$ cat config.mk
export PLATFORM = sky130hd
export DESIGN_NAME = cmult_arbiter
export DESIGN_NICKNAME = d
export VERILOG_FILES = /design/src/rtl/cmult_arbiter.sv
export SDC_FILE = /design/constraint.sdc
export NUM_CORES = 1
export LEC_CHECK = 0
export BUFFER_PORTS_ARGS = -buffer_cell sky130_fd_sc_hd__buf_2
export CAP_MARGIN = 20
export CORE_AREA = 2 2 197 199
export CTS_BUF_LIST = sky130_fd_sc_hd__clkbuf_8
export CTS_CLUSTER_DIAMETER = 120
export CTS_CLUSTER_SIZE = 40
export DETAILED_ROUTE_END_ITERATION = 16
export DIE_AREA = 0 0 199 201
export SLEW_MARGIN = 20
export SYNTH_ARGS = -nofsm -noshare
export SYNTH_HDL_FRONTEND = slang
export SYNTH_SLANG_ARGS = --single-unit
export TNS_END_PERCENT = 5
$ cat constraint.sdc
create_clock -name clk_i -period 3.85 [get_ports clk_i]
set_input_delay 0.1925 -clock clk_i [delete_from_list [all_inputs] [get_ports clk_i]]
set_output_delay 0.1925 -clock clk_i [all_outputs]
set_load 0.05 [all_outputs]
$ cat src/rtl/cmult_arbiter.sv
// cmult_arbiter: round-robin sharing of one pipelined complex multiplier between two
// requester ports, with an owner-tag pipeline that routes each result back to its port.
module cmult_arbiter #(
   parameter int unsigned DATA_W   = 32,
   parameter int unsigned TW_W     = 18,
   parameter int unsigned MULT_LAT = 3
) (
   input  logic              clk_i,
   input  logic              rst_i,
   input  logic              hold_i,
   // port 0 request
   input  logic              s0_valid_i,
   output logic              s0_ready_o,
   input  logic [DATA_W-1:0] s0_a_i,
   input  logic [DATA_W-1:0] s0_b_i,
   input  logic [TW_W-1:0]   s0_c_i,
   input  logic [TW_W-1:0]   s0_d_i,
   // port 1 request
   input  logic              s1_valid_i,
   output logic              s1_ready_o,
   input  logic [DATA_W-1:0] s1_a_i,
   input  logic [DATA_W-1:0] s1_b_i,
   input  logic [TW_W-1:0]   s1_c_i,
   input  logic [TW_W-1:0]   s1_d_i,
   // shared multiplier
   output logic              m_valid_o,
   output logic [DATA_W-1:0] m_a_o,
   output logic [DATA_W-1:0] m_b_o,
   output logic [TW_W-1:0]   m_c_o,
   output logic [TW_W-1:0]   m_d_o,
   input  logic [DATA_W-1:0] m_real_i,
   input  logic [DATA_W-1:0] m_img_i,
   // port 0 result
   output logic              o0_valid_o,
   output logic [DATA_W-1:0] o0_real_o,
   output logic [DATA_W-1:0] o0_img_o,
   // port 1 result
   output logic              o1_valid_o,
   output logic [DATA_W-1:0] o1_real_o,
   output logic [DATA_W-1:0] o1_img_o,
   output logic              idle_o
);

   localparam int unsigned TAG_N = MULT_LAT + 1;

   typedef struct packed {
      logic [DATA_W-1:0] a;
      logic [DATA_W-1:0] b;
      logic [TW_W-1:0]   c;
      logic [TW_W-1:0]   d;
   } opnd_t;

   opnd_t             s0_op;
   opnd_t             s1_op;
   logic              gnt_c;
   logic              gnt_port_c;

   logic              prio_q,     prio_d;
   logic              m_valid_q,  m_valid_d;
   opnd_t             m_op_q,     m_op_d;
   logic [TAG_N-1:0]  tag_vld_q,  tag_vld_d;
   logic [TAG_N-1:0]  tag_own_q,  tag_own_d;
   logic              o0_valid_q, o0_valid_d;
   logic [DATA_W-1:0] o0_real_q,  o0_real_d;
   logic [DATA_W-1:0] o0_img_q,   o0_img_d;
   logic              o1_valid_q, o1_valid_d;
   logic [DATA_W-1:0] o1_real_q,  o1_real_d;
   logic [DATA_W-1:0] o1_img_q,   o1_img_d;

   assign s0_op = '{a: s0_a_i, b: s0_b_i, c: s0_c_i, d: s0_d_i};
   assign s1_op = '{a: s1_a_i, b: s1_b_i, c: s1_c_i, d: s1_d_i};

   // Round-robin grant; reset and hold both suppress any grant this cycle.
   always_comb begin
      gnt_c      = 1'b0;
      gnt_port_c = 1'b0;
      if (!rst_i && !hold_i) begin
         if (s0_valid_i && s1_valid_i) begin
            gnt_c      = 1'b1;
            gnt_port_c = prio_q;
         end else if (s0_valid_i) begin
            gnt_c      = 1'b1;
            gnt_port_c = 1'b0;
         end else if (s1_valid_i) begin
            gnt_c      = 1'b1;
            gnt_port_c = 1'b1;
         end
      end
   end

   assign s0_ready_o = gnt_c & ~gnt_port_c;
   assign s1_ready_o = gnt_c &  gnt_port_c;

   // Operand stage, owner-tag shift and result demux.
   always_comb begin
      prio_d     = prio_q;
      m_valid_d  = gnt_c;
      m_op_d     = m_op_q;
      tag_vld_d  = {tag_vld_q[TAG_N-2:0], gnt_c};
      tag_own_d  = {tag_own_q[TAG_N-2:0], gnt_port_c};
      o0_valid_d = 1'b0;
      o0_real_d  = o0_real_q;
      o0_img_d   = o0_img_q;
      o1_valid_d = 1'b0;
      o1_real_d  = o1_real_q;
      o1_img_d   = o1_img_q;

      if (gnt_c) begin
         prio_d = ~gnt_port_c;
         m_op_d = gnt_port_c ? s1_op : s0_op;
      end

      // The last tag lines up with the multiplier output for that op.
      if (tag_vld_q[TAG_N-1]) begin
         if (tag_own_q[TAG_N-1]) begin
            o1_valid_d = 1'b1;
            o1_real_d  = m_real_i;
            o1_img_d   = m_img_i;
         end else begin
            o0_valid_d = 1'b1;
            o0_real_d  = m_real_i;
            o0_img_d   = m_img_i;
         end
      end
   end

   always_ff @(posedge clk_i) begin
      if (rst_i) begin
         prio_q     <= 1'b0;
         m_valid_q  <= 1'b0;
         m_op_q     <= '0;
         tag_vld_q  <= '0;
         tag_own_q  <= '0;
         o0_valid_q <= 1'b0;
         o0_real_q  <= '0;
         o0_img_q   <= '0;
         o1_valid_q <= 1'b0;
         o1_real_q  <= '0;
         o1_img_q   <= '0;
      end else begin
         prio_q     <= prio_d;
         m_valid_q  <= m_valid_d;
         m_op_q     <= m_op_d;
         tag_vld_q  <= tag_vld_d;
         tag_own_q  <= tag_own_d;
         o0_valid_q <= o0_valid_d;
         o0_real_q  <= o0_real_d;
         o0_img_q   <= o0_img_d;
         o1_valid_q <= o1_valid_d;
         o1_real_q  <= o1_real_d;
         o1_img_q   <= o1_img_d;
      end
   end

   assign m_valid_o  = m_valid_q;
   assign m_a_o      = m_op_q.a;
   assign m_b_o      = m_op_q.b;
   assign m_c_o      = m_op_q.c;
   assign m_d_o      = m_op_q.d;
   assign o0_valid_o = o0_valid_q;
   assign o0_real_o  = o0_real_q;
   assign o0_img_o   = o0_img_q;
   assign o1_valid_o = o1_valid_q;
   assign o1_real_o  = o1_real_q;
   assign o1_img_o   = o1_img_q;
   assign idle_o     = ~|tag_vld_q & ~m_valid_q & ~gnt_c;

endmodule

# ---- After elaboration in Yosys (flattened, before gate mapping)
# Cells that the tools add are included.
dict set report totals {
  reg_bits 240
  output_inout_bits 234
  romBits 0
  ramBits 0
  n_memories 0
  input_bits 269
  latchBits 0
  elab_cells 42
}
dict set report classes {
  shift 0
  n_lt_le_gt_ge 0
  muxes 10
  div 0
  n_reduce_logical 9
  n_addsub 0
  n_eq_ne 0
  bitwise 9
  mul 0
}
# operator n
set ops {}
lappend ops {{100-bit 2-to-1 mux} 1}
lappend ops {{1-bit 2-to-1 mux} 9}
lappend ops {{1-bit inverter} 5}
lappend ops {{1-bit bitwise AND} 4}
lappend ops {{2-bit AND reduction} 2}
lappend ops {{4-bit OR reduction} 1}
lappend ops {{1-bit logical NOT} 3}
lappend ops {{1-bit logical AND} 2}
lappend ops {{2-bit OR reduction} 1}

# ---- Depth between registers and ports, before layout
# Gate-level depths: netlist of the first run.
dict set report depth {
  word_depth 6
  mapped_depth 6
  ltp_nobuf 4
}

# ---- Least setup slack after synthesis of the first run
# OpenSTA, ideal clock, no wires.
dict set report synth_path {
  path_type {input -> output}
  from {input port rst_i}
  to {output port s1_ready_o}
  setup_slack_ns 1.730
  t_arrival_ns 1.928
  required_ns 3.658
  stages 4
  path_cell_list {or2_1 -> clkbuf_1 -> clkbuf_1 -> nor3_1}
}
dict set report synth_between {
  elab_chain_cells 4
  elab_cells_between_ends 5
  classes_between {mux: 2; bitwise: 1; reduce/logical: 2}
}
# item line
set synth_lines {}
lappend synth_lines {{from (decl)} 9} ;# input logic rst_i,
lappend synth_lines {{1-bit logical NOT (*)} 77} ;# if (!rst_i && !hold_i) begin
lappend synth_lines {{1-bit logical AND (*)} 77}
lappend synth_lines {{1-bit 2-to-1 mux} 77}
lappend synth_lines {{1-bit bitwise AND (*)} 92} ;# assign s1_ready_o = gnt_c & gnt_port_c;
lappend synth_lines {{to (decl)} 20} ;# output logic s1_ready_o,
# Every way passes the cells marked *; elsewhere a longest branch is shown, timed or not.

# ---- Final worst setup path of the first run
dict set report layout_path {
  from {register prio_q}
  to {register m_op_q (netlist bit m_a_o[12])}
}
dict set report layout_between {
  elab_chain_cells 3
}
# item line
set layout_lines {}
lappend layout_lines {{from (decl)} 58} ;# logic prio_q, prio_d;
lappend layout_lines {{from (signal assigned)} 141} ;# prio_q <= prio_d;
lappend layout_lines {{1-bit 2-to-1 mux} 78} ;# if (s0_valid_i && s1_valid_i) begin
lappend layout_lines {{1-bit 2-to-1 mux} 77}
lappend layout_lines {{100-bit 2-to-1 mux} 110} ;# m_op_d = gnt_port_c ? s1_op : s0_op;
lappend layout_lines {{to (signal assigned)} 143} ;# m_op_q <= m_op_d;
lappend layout_lines {{to (decl)} 60} ;# opnd_t m_op_q, m_op_d;
# Every way passes these cells.
# A chain may end at the register's enable or synchronous reset.

==> results.json, run 1 <==
{
  "worst_pin_slew_ps": 1080,
  "fp-row-count": 72,
  "hp-start": "s1_c_i[0]",
  "die_w_um": 199,
  "synth.distinct_cells": 23,
  "rsz0062_at_grt": "no",
  "max-slew-margin-rel_pct": 28.2,
  "grt_use_total_pct": 18.3,
  "clock.fmax_ghz": 0.342,
  "fin_nets": 2112,
  "top_layer": "met5",
  "insertion_delay_ps": 540,
  "fin_area_um2": 15100,
  "ir_drop_uv": 289,
  "dieHeight_um": 201,
  "ys_seq_area_share_pct": 50.9,
  "mostFrequentLayoutCells": "buf_2 (500), a21oi_1 (281), dlygate4sd3_1 (260), nand2_1 (256), dfxtp_1 (239)",
  "fin_skew_ps": 17.8,
  "status": "finished clean",
  "area_growth_pct": 60.8,
  "yosysWarnings": 0,
  "rr_startpoint": "prio_q",
  "grt_pass1_vias": 11122,
  "arrival_ps": 3400,
  "synthTopCellsByArea": "dfxtp_1 (51%), a21oi_1 (15%), nand2_1 (10%), o32ai_1 (7.1%), inv_1 (3.2%)",
  "synth_nets": 1434,
  "synth_top_area_share_pct": 50.9,
  "grt_pass1_wl_mm": 59.1,
  "cp_slowest_stage_delay_ps": 700,
  "cts_root_buffer": "clkbuf_8",
  "dpl_cell_area_um2": 12300,
  "hold_path_class": "input pin to flip-flop",
  "post_cts_resized": 0,
  "cp-start-kind": "flip-flop",
  "drive_above_1_share_pct": 29.4,
  "portBuffers": 502,
  "htreeDepth": 1,
  "period_needed_ps": 2920,
  "hold_viol": 0,
  "ios": 503,
  "criticalPathCategory": "flip-flop to flip-flop",
  "core-area_um2": 38100,
  "dpl.cell_count": 2089,
  "syn-cell-area_um2": 9400,
  "worst_hold_path.endpoint": "m_c_o[0]",
  "setup_tns_ps": 0,
  "wl_per_cell_um": 16.5,
  "clk_pin_slew_ps": 210,
  "cts_max_path_buffers": 3,
  "synth-seq-cells": 239,
  "seq_area_um2": 4780,
  "antenna_left": 0,
  "dp_slack_ps": 1490,
  "cp_data_required_time_ps": 4330,
  "total_power_w": 0.00496,
  "cp_max_fo": 49,
  "numClockSinks": 239,
  "cts_buffers": 10,
  "dr.first_iter.drc_count": 394,
  "crit_path_cell_trace": "a21boi_4 -> buf_4 -> a21oi_1 -> o32ai_1 -> dlygate4sd3_1",
  "gp_congestion": 0.793,
  "crit_path_end_kind": "flip-flop",
  "drv_cap": 0,
  "firstDrtPassIters": 5,
  "syn_avg_cell_area_um2": 8.07,
  "whs_path_depth": 3,
  "ff2ff_setup_slack_ps": 930,
  "final_common_cell": "buf_2",
  "wl_met1_mm": 14.8,
  "antenna_found_initial": 12,
  "power_density_nw_per_um2": 328,
  "grt_max_degree": 159,
  "finalMaxSlewViolations": 0,
  "synth_cells": 1165,
  "final.setup.worst_slack_ps": 927,
  "instances_no_fill": 2377,
  "dp_hpwl_mm": 25.7,
  "slowest_stage": "a21boi_4",
  "initial_core_util_pct": 24.7,
  "die_area_um2": 40000,
  "nFillCells": 3856,
  "drc_errors": 0,
  "viasPerCell": 4.71,
  "p_leak_nw": 6.67,
  "finalCritPeriodShare_pct": 75.9,
  "grt_overflow": 0,
  "reg2reg_to": "m_a_o[12]",
  "synth_top_area_cell": "dfxtp_1",
  "setup_viol": 0,
  "wl_met2_mm": 19.3,
  "route.met3.wl_mm": 3.09,
  "reg2reg_depth": 5,
  "drt-total-wl_mm": 39.3,
  "cts_tree": "done",
  "num_vias": 11189,
  "multi_input_area_um2": 3900
}
## metrics by stage
| stage | hold slack (ps) | util (%) |
|---|---|---|
| 4_1_cts | 1.04 | 39.6 |
| 2_1_floorplan | 329 | - |
| 3_3_place_gp | 417 | 32.2 |
| 6_report | 46.9 | 39.7 |
| 5_1_grt | 16.9 | 39.7 |
| 3_5_place_dp | 422 | 32.2 |
## synthesized netlist by cell type
cell	count
a21boi_2	1
a21oi_1	281
a22oi_1	24
a311oi_1	25
and2_1	2
buf_1	14
buf_2	26
buf_4	5
clkbuf_1	67
dfxtp_1	239
inv_1	79
nand2_1	257
nand2b_1	26
nor2_1	4
nor2_2	1
nor2b_1	8
nor3_1	2
o21ai_0	24
o21ai_1	1
o21bai_1	1
o32ai_1	76
or2_1	1
or4_1	1
## timing repair
| action | in CTS | in global routing |
|---|---|---|
| endpoints found under the setup margin | 0 | 0 |
| setup buffers | 0 | 0 |
| endpoints found under the hold margin | 229 | 0 |
| hold buffers | 260 | 0 |
## flip-flops by register name, indices dropped and copies added, names as in the netlist
| signal | flops |
|---|---|
| prio_q | 1 |
| tag_vld_q | 4 |
| m_d_o | 18 |
| o1_valid_o | 1 |
| m_a_o | 32 |
| m_c_o | 18 |
| tag_own_q | 4 |
| o0_valid_o | 1 |
| m_b_o | 32 |
| o1_real_o | 32 |
| o1_img_o | 32 |
| o0_img_o | 32 |
| o0_real_o | 32 |
## power by group
part / internal (W) / switching, W / total [W] / leakage [nW]
combinational: 0.000484 / 0.000730 / 0.00121 / 4.61
sequential: 0.00257 / 0.0000523 / 0.00262 / 1.95
clock: 0.000345 / 0.000774 / 0.00112 / 0.112
total: 0.00340 / 0.00156 / 0.00496 / 6.67
## metal layers
layer  global-route usage, %  vias up
met3                    4.37       91
met5                       0        -
li1                        -     5378
met2                    32.0      514
met1                    20.3     5204
met4                    10.4        2
## critical path: cells and delay by family, from the launching register on
kind | cells | cell delay [ps]
compound gates | 3 | 1180
buf+inv | 2 | 1230
flops | 1 | 420
## how the worst max path moves through the flow
| stage | from | to | slack, ps | cells after the start |
|---|---|---|---|---|
| 4_1_cts | prio_q | m_c_o[10] | 1080 | 5 |
| 3_5_place_dp | s1_valid_i | m_c_o[0] | 1490 | 6 |
| 6_report | prio_q | m_a_o[12] | 930 | 5 |
| 3_3_place_gp | s1_valid_i | s1_ready_o | 1540 | 5 |
| 2_1_floorplan | rst_i | s1_ready_o | 1730 | 4 |
| 5_1_grt | prio_q | m_a_o[12] | 780 | 5 |
## final cells by class
type / instances / area share [%]
antenna: 12 / 0.199
inverter: 79 / 1.96
multi-input combinational: 735 / 25.8
sequential: 239 / 31.6
clock buffer: 11 / 1.00
timing repair buffer: 778 / 34.7
tap: 518 / 4.29
clock inverter: 5 / 0.372
## cells by family (layout without fill, tap and decap cells)
kind of cell	Yosys count	after routing	share of synthesized area, %
compound gates	433	433	27.8
buf+inv	191	873	8.17
flops	239	239	50.9
other cells	0	12	0
simple gates	302	302	13.1
Note: power is estimated with default switching activity, not from simulation.
==> run 2: changes to the inputs <==
Settings changed: ABC_AREA set to 1, CORE_AREA 2 2 197 199 to 2 2 196 198, DIE_AREA 0 0 199 201 to 0 0 198 200.
Clock period 3.85 ns to 2.71 ns, I/O delays scaled along.
==> results.json, run 2 <==
{
  "htreeDepth": 1,
  "criticalPathCategory": "input pin to primary output",
  "synth_cells": 1431,
  "clk_pin_slew_ps": 180,
  "ys_seq_area_share_pct": 48.6,
  "insertion_delay_ps": 560,
  "gp_congestion": 0.832,
  "fin_skew_ps": 33.8,
  "startpoint": "rst_i",
  "antenna_found_initial": 5,
  "grt_max_degree": 153,
  "drv_cap": 0,
  "drive_above_1_share_pct": 25.9,
  "synthTopCellsByCount": "nand2_1 (350), nor2_1 (266), dfxtp_1 (239)",
  "drt-total-wl_mm": 39.4,
  "power_density_nw_per_um2": 447,
  "finalMaxSlewViolations": 0,
  "fp-row-count": 71,
  "antenna_left": 0,
  "cp_data_required_time_ps": 2570,
  "yosysWarnings": 0,
  "arrival_ps": 2100,
  "syn_avg_cell_area_um2": 6.88,
  "crit_path_end_kind": "primary output",
  "synth_nets": 1700,
  "worst_hold_slack_ps": 36.1,
  "hold_viol": 0,
  "p_leak_nw": 8.05,
  "drc_errors": 0,
  "synthArstFlopShare_pct": 0,
  "syn-cell-area_um2": 9840,
  "finalCritPeriodShare_pct": 82.7,
  "initial_core_util_pct": 26.3,
  "rr_startpoint": "prio_q",
  "cts_max_path_buffers": 3,
  "mostFrequentLayoutCells": "buf_2 (501), nand2_1 (349), dlygate4sd3_1 (265), nor2_1 (264), dfxtp_1 (239)",
  "hp-start": "s0_c_i[5]",
  "synthTopCellsByArea": "dfxtp_1 (49%), nand2_1 (13%), nor2_1 (10%), o21ai_0 (7.2%), nand3_1 (5.2%)",
  "ys.flop_type": "dfxtp_1",
  "wl_per_cell_um": 14.9,
  "numClockSinks": 239,
  "cp-start-kind": "input pin",
  "dp_hpwl_mm": 26.2,
  "status": "finished clean",
  "firstDrtPassIters": 5,
  "fin_nets": 2393,
  "die_area_um2": 39600,
  "dieHeight_um": 200,
  "num_vias": 11807,
  "viasPerCell": 4.47,
  "synth-seq-cells": 239,
  "cts_root_buffer": "clkbuf_8",
  "multi_input_area_um2": 4160,
  "dr.first_iter.drc_count": 415,
  "grt_overflow": 0,
  "cts_tree": "done",
  "synth_top_area_cell": "dfxtp_1",
  "rsz0062_at_grt": "no",
  "area_growth_pct": 59.3,
  "core-area_um2": 37400,
  "seq_area_um2": 4780,
  "hold_path_class": "input pin to flip-flop",
  "grt_use_total_pct": 18.5,
  "ir_drop_uv": 402,
  "synth.distinct_cells": 19,
  "synth_top_area_share_pct": 48.6,
  "nFillCells": 3776,
  "clock.fmax_ghz": 0.446,
  "die_w_um": 198,
  "post_cts_resized": 0,
  "worst_pin_slew_ps": 936,
  "max-slew-margin-rel_pct": 37.6,
  "yosys.cell_count.top_type": "nand2_1",
  "ios": 503,
  "grt_pass1_wl_mm": 58.5,
  "portBuffers": 502,
  "cp_max_fo": 33,
  "setup_viol": 0,
  "cts_buffers": 11,
  "synth_edf_count": 0,
  "final_common_cell": "buf_2",
  "period_needed_ps": 2240,
  "setup_tns_ps": 0,
  "grt_pass1_vias": 11504
}
run 2: cell types whose count changed after synthesis, moves of 24 or more:
cell / delta
nor2_1: +262
a21oi_1: -186
o21ai_0: +117
nand3_1: +102
nand2_1: +93
o32ai_1: -76
inv_1: +34
nand2b_1: -26
a311oi_1: -25
a22oi_1: -24
run 2: timing repair:
action	in CTS	in global routing
setup endpoints to repair	0	0
hold endpoints to repair	232	0
setup buffers	0	0
hold buffers	265	0
run 2: path summary, 6_finish.rpt:
path / slack, ps / depth (start not counted) / endpoint
hold / removal: 40 / 5 / m_c_o[5]
setup / recovery: 470 / 9 / s0_ready_o
setup reg to reg: 550 / 9 / m_a_o[9]
hold reg to reg: 430 / 2 / tag_own_q[2]
run 2: per-layer routing:
metal / wire (um) / global-route usage [%] / vias up
met4: 1900 / 9.38 / 0
li1: - / - / 5841
met3: 3440 / 4.87 / 90
met2: 18800 / 33.1 / 520
met1: 15200 / 20.4 / 5356
met5: 0 / 0 / -
run 2: cell type report:
cell class | count | area share, %
antenna | 5 | 0.0798
clock buffer | 11 | 0.966
clock inverter | 6 | 0.630
inverter | 117 | 2.84
multi-input combinational | 970 | 26.5
sequential | 239 | 30.5
tap | 511 | 4.08
timing repair buffer | 785 | 34.4
run 2: where the power goes:
part | switching [W] | internal [W]
Clock | 0.00126 | 0.000461
Combinational | 0.000961 | 0.000626
Sequential | 0.0000608 | 0.00364
Total | 0.00228 | 0.00472
run 2: worst max-delay path: stages:
cell           delay, ps
dlygate4sd3_1        540
buf_4                180
inv_6                 70
nand2_4               60
nor2_8               210
nand2_4              290
buf_4                300
inv_1                 60
buf_2                250
run 2: per-stage QoR:
| stage | area (um2) | utilization, % | worst slack [ps] | total power (W) | cells |
|---|---|---|---|---|---|
| 6_report | 15700 | 41.9 | 470 | 0.00701 | 2644 |
| 3_3_place_gp | 12800 | 34.1 | 951 | 0.00503 | 2357 |
| 2_1_floorplan | 9840 | - | 829 | 0.00458 | 1431 |
| 4_1_cts | 15700 | 41.9 | 458 | 0.00709 | 2639 |
| 5_1_grt | 15700 | 41.9 | 358 | 0.00734 | 2643 |
| 3_5_place_dp | 12800 | 34.1 | 920 | 0.00505 | 2357 |
run 2: cells by family after synthesis:
group                  Yosys count  share of synthesized area [%]
AND/OR/NAND/NOR                729                           29.7
AO/OA/AOI/OAI                  241                           12.3
flip-flops                     239                           48.6
buffers and inverters          222                           9.47
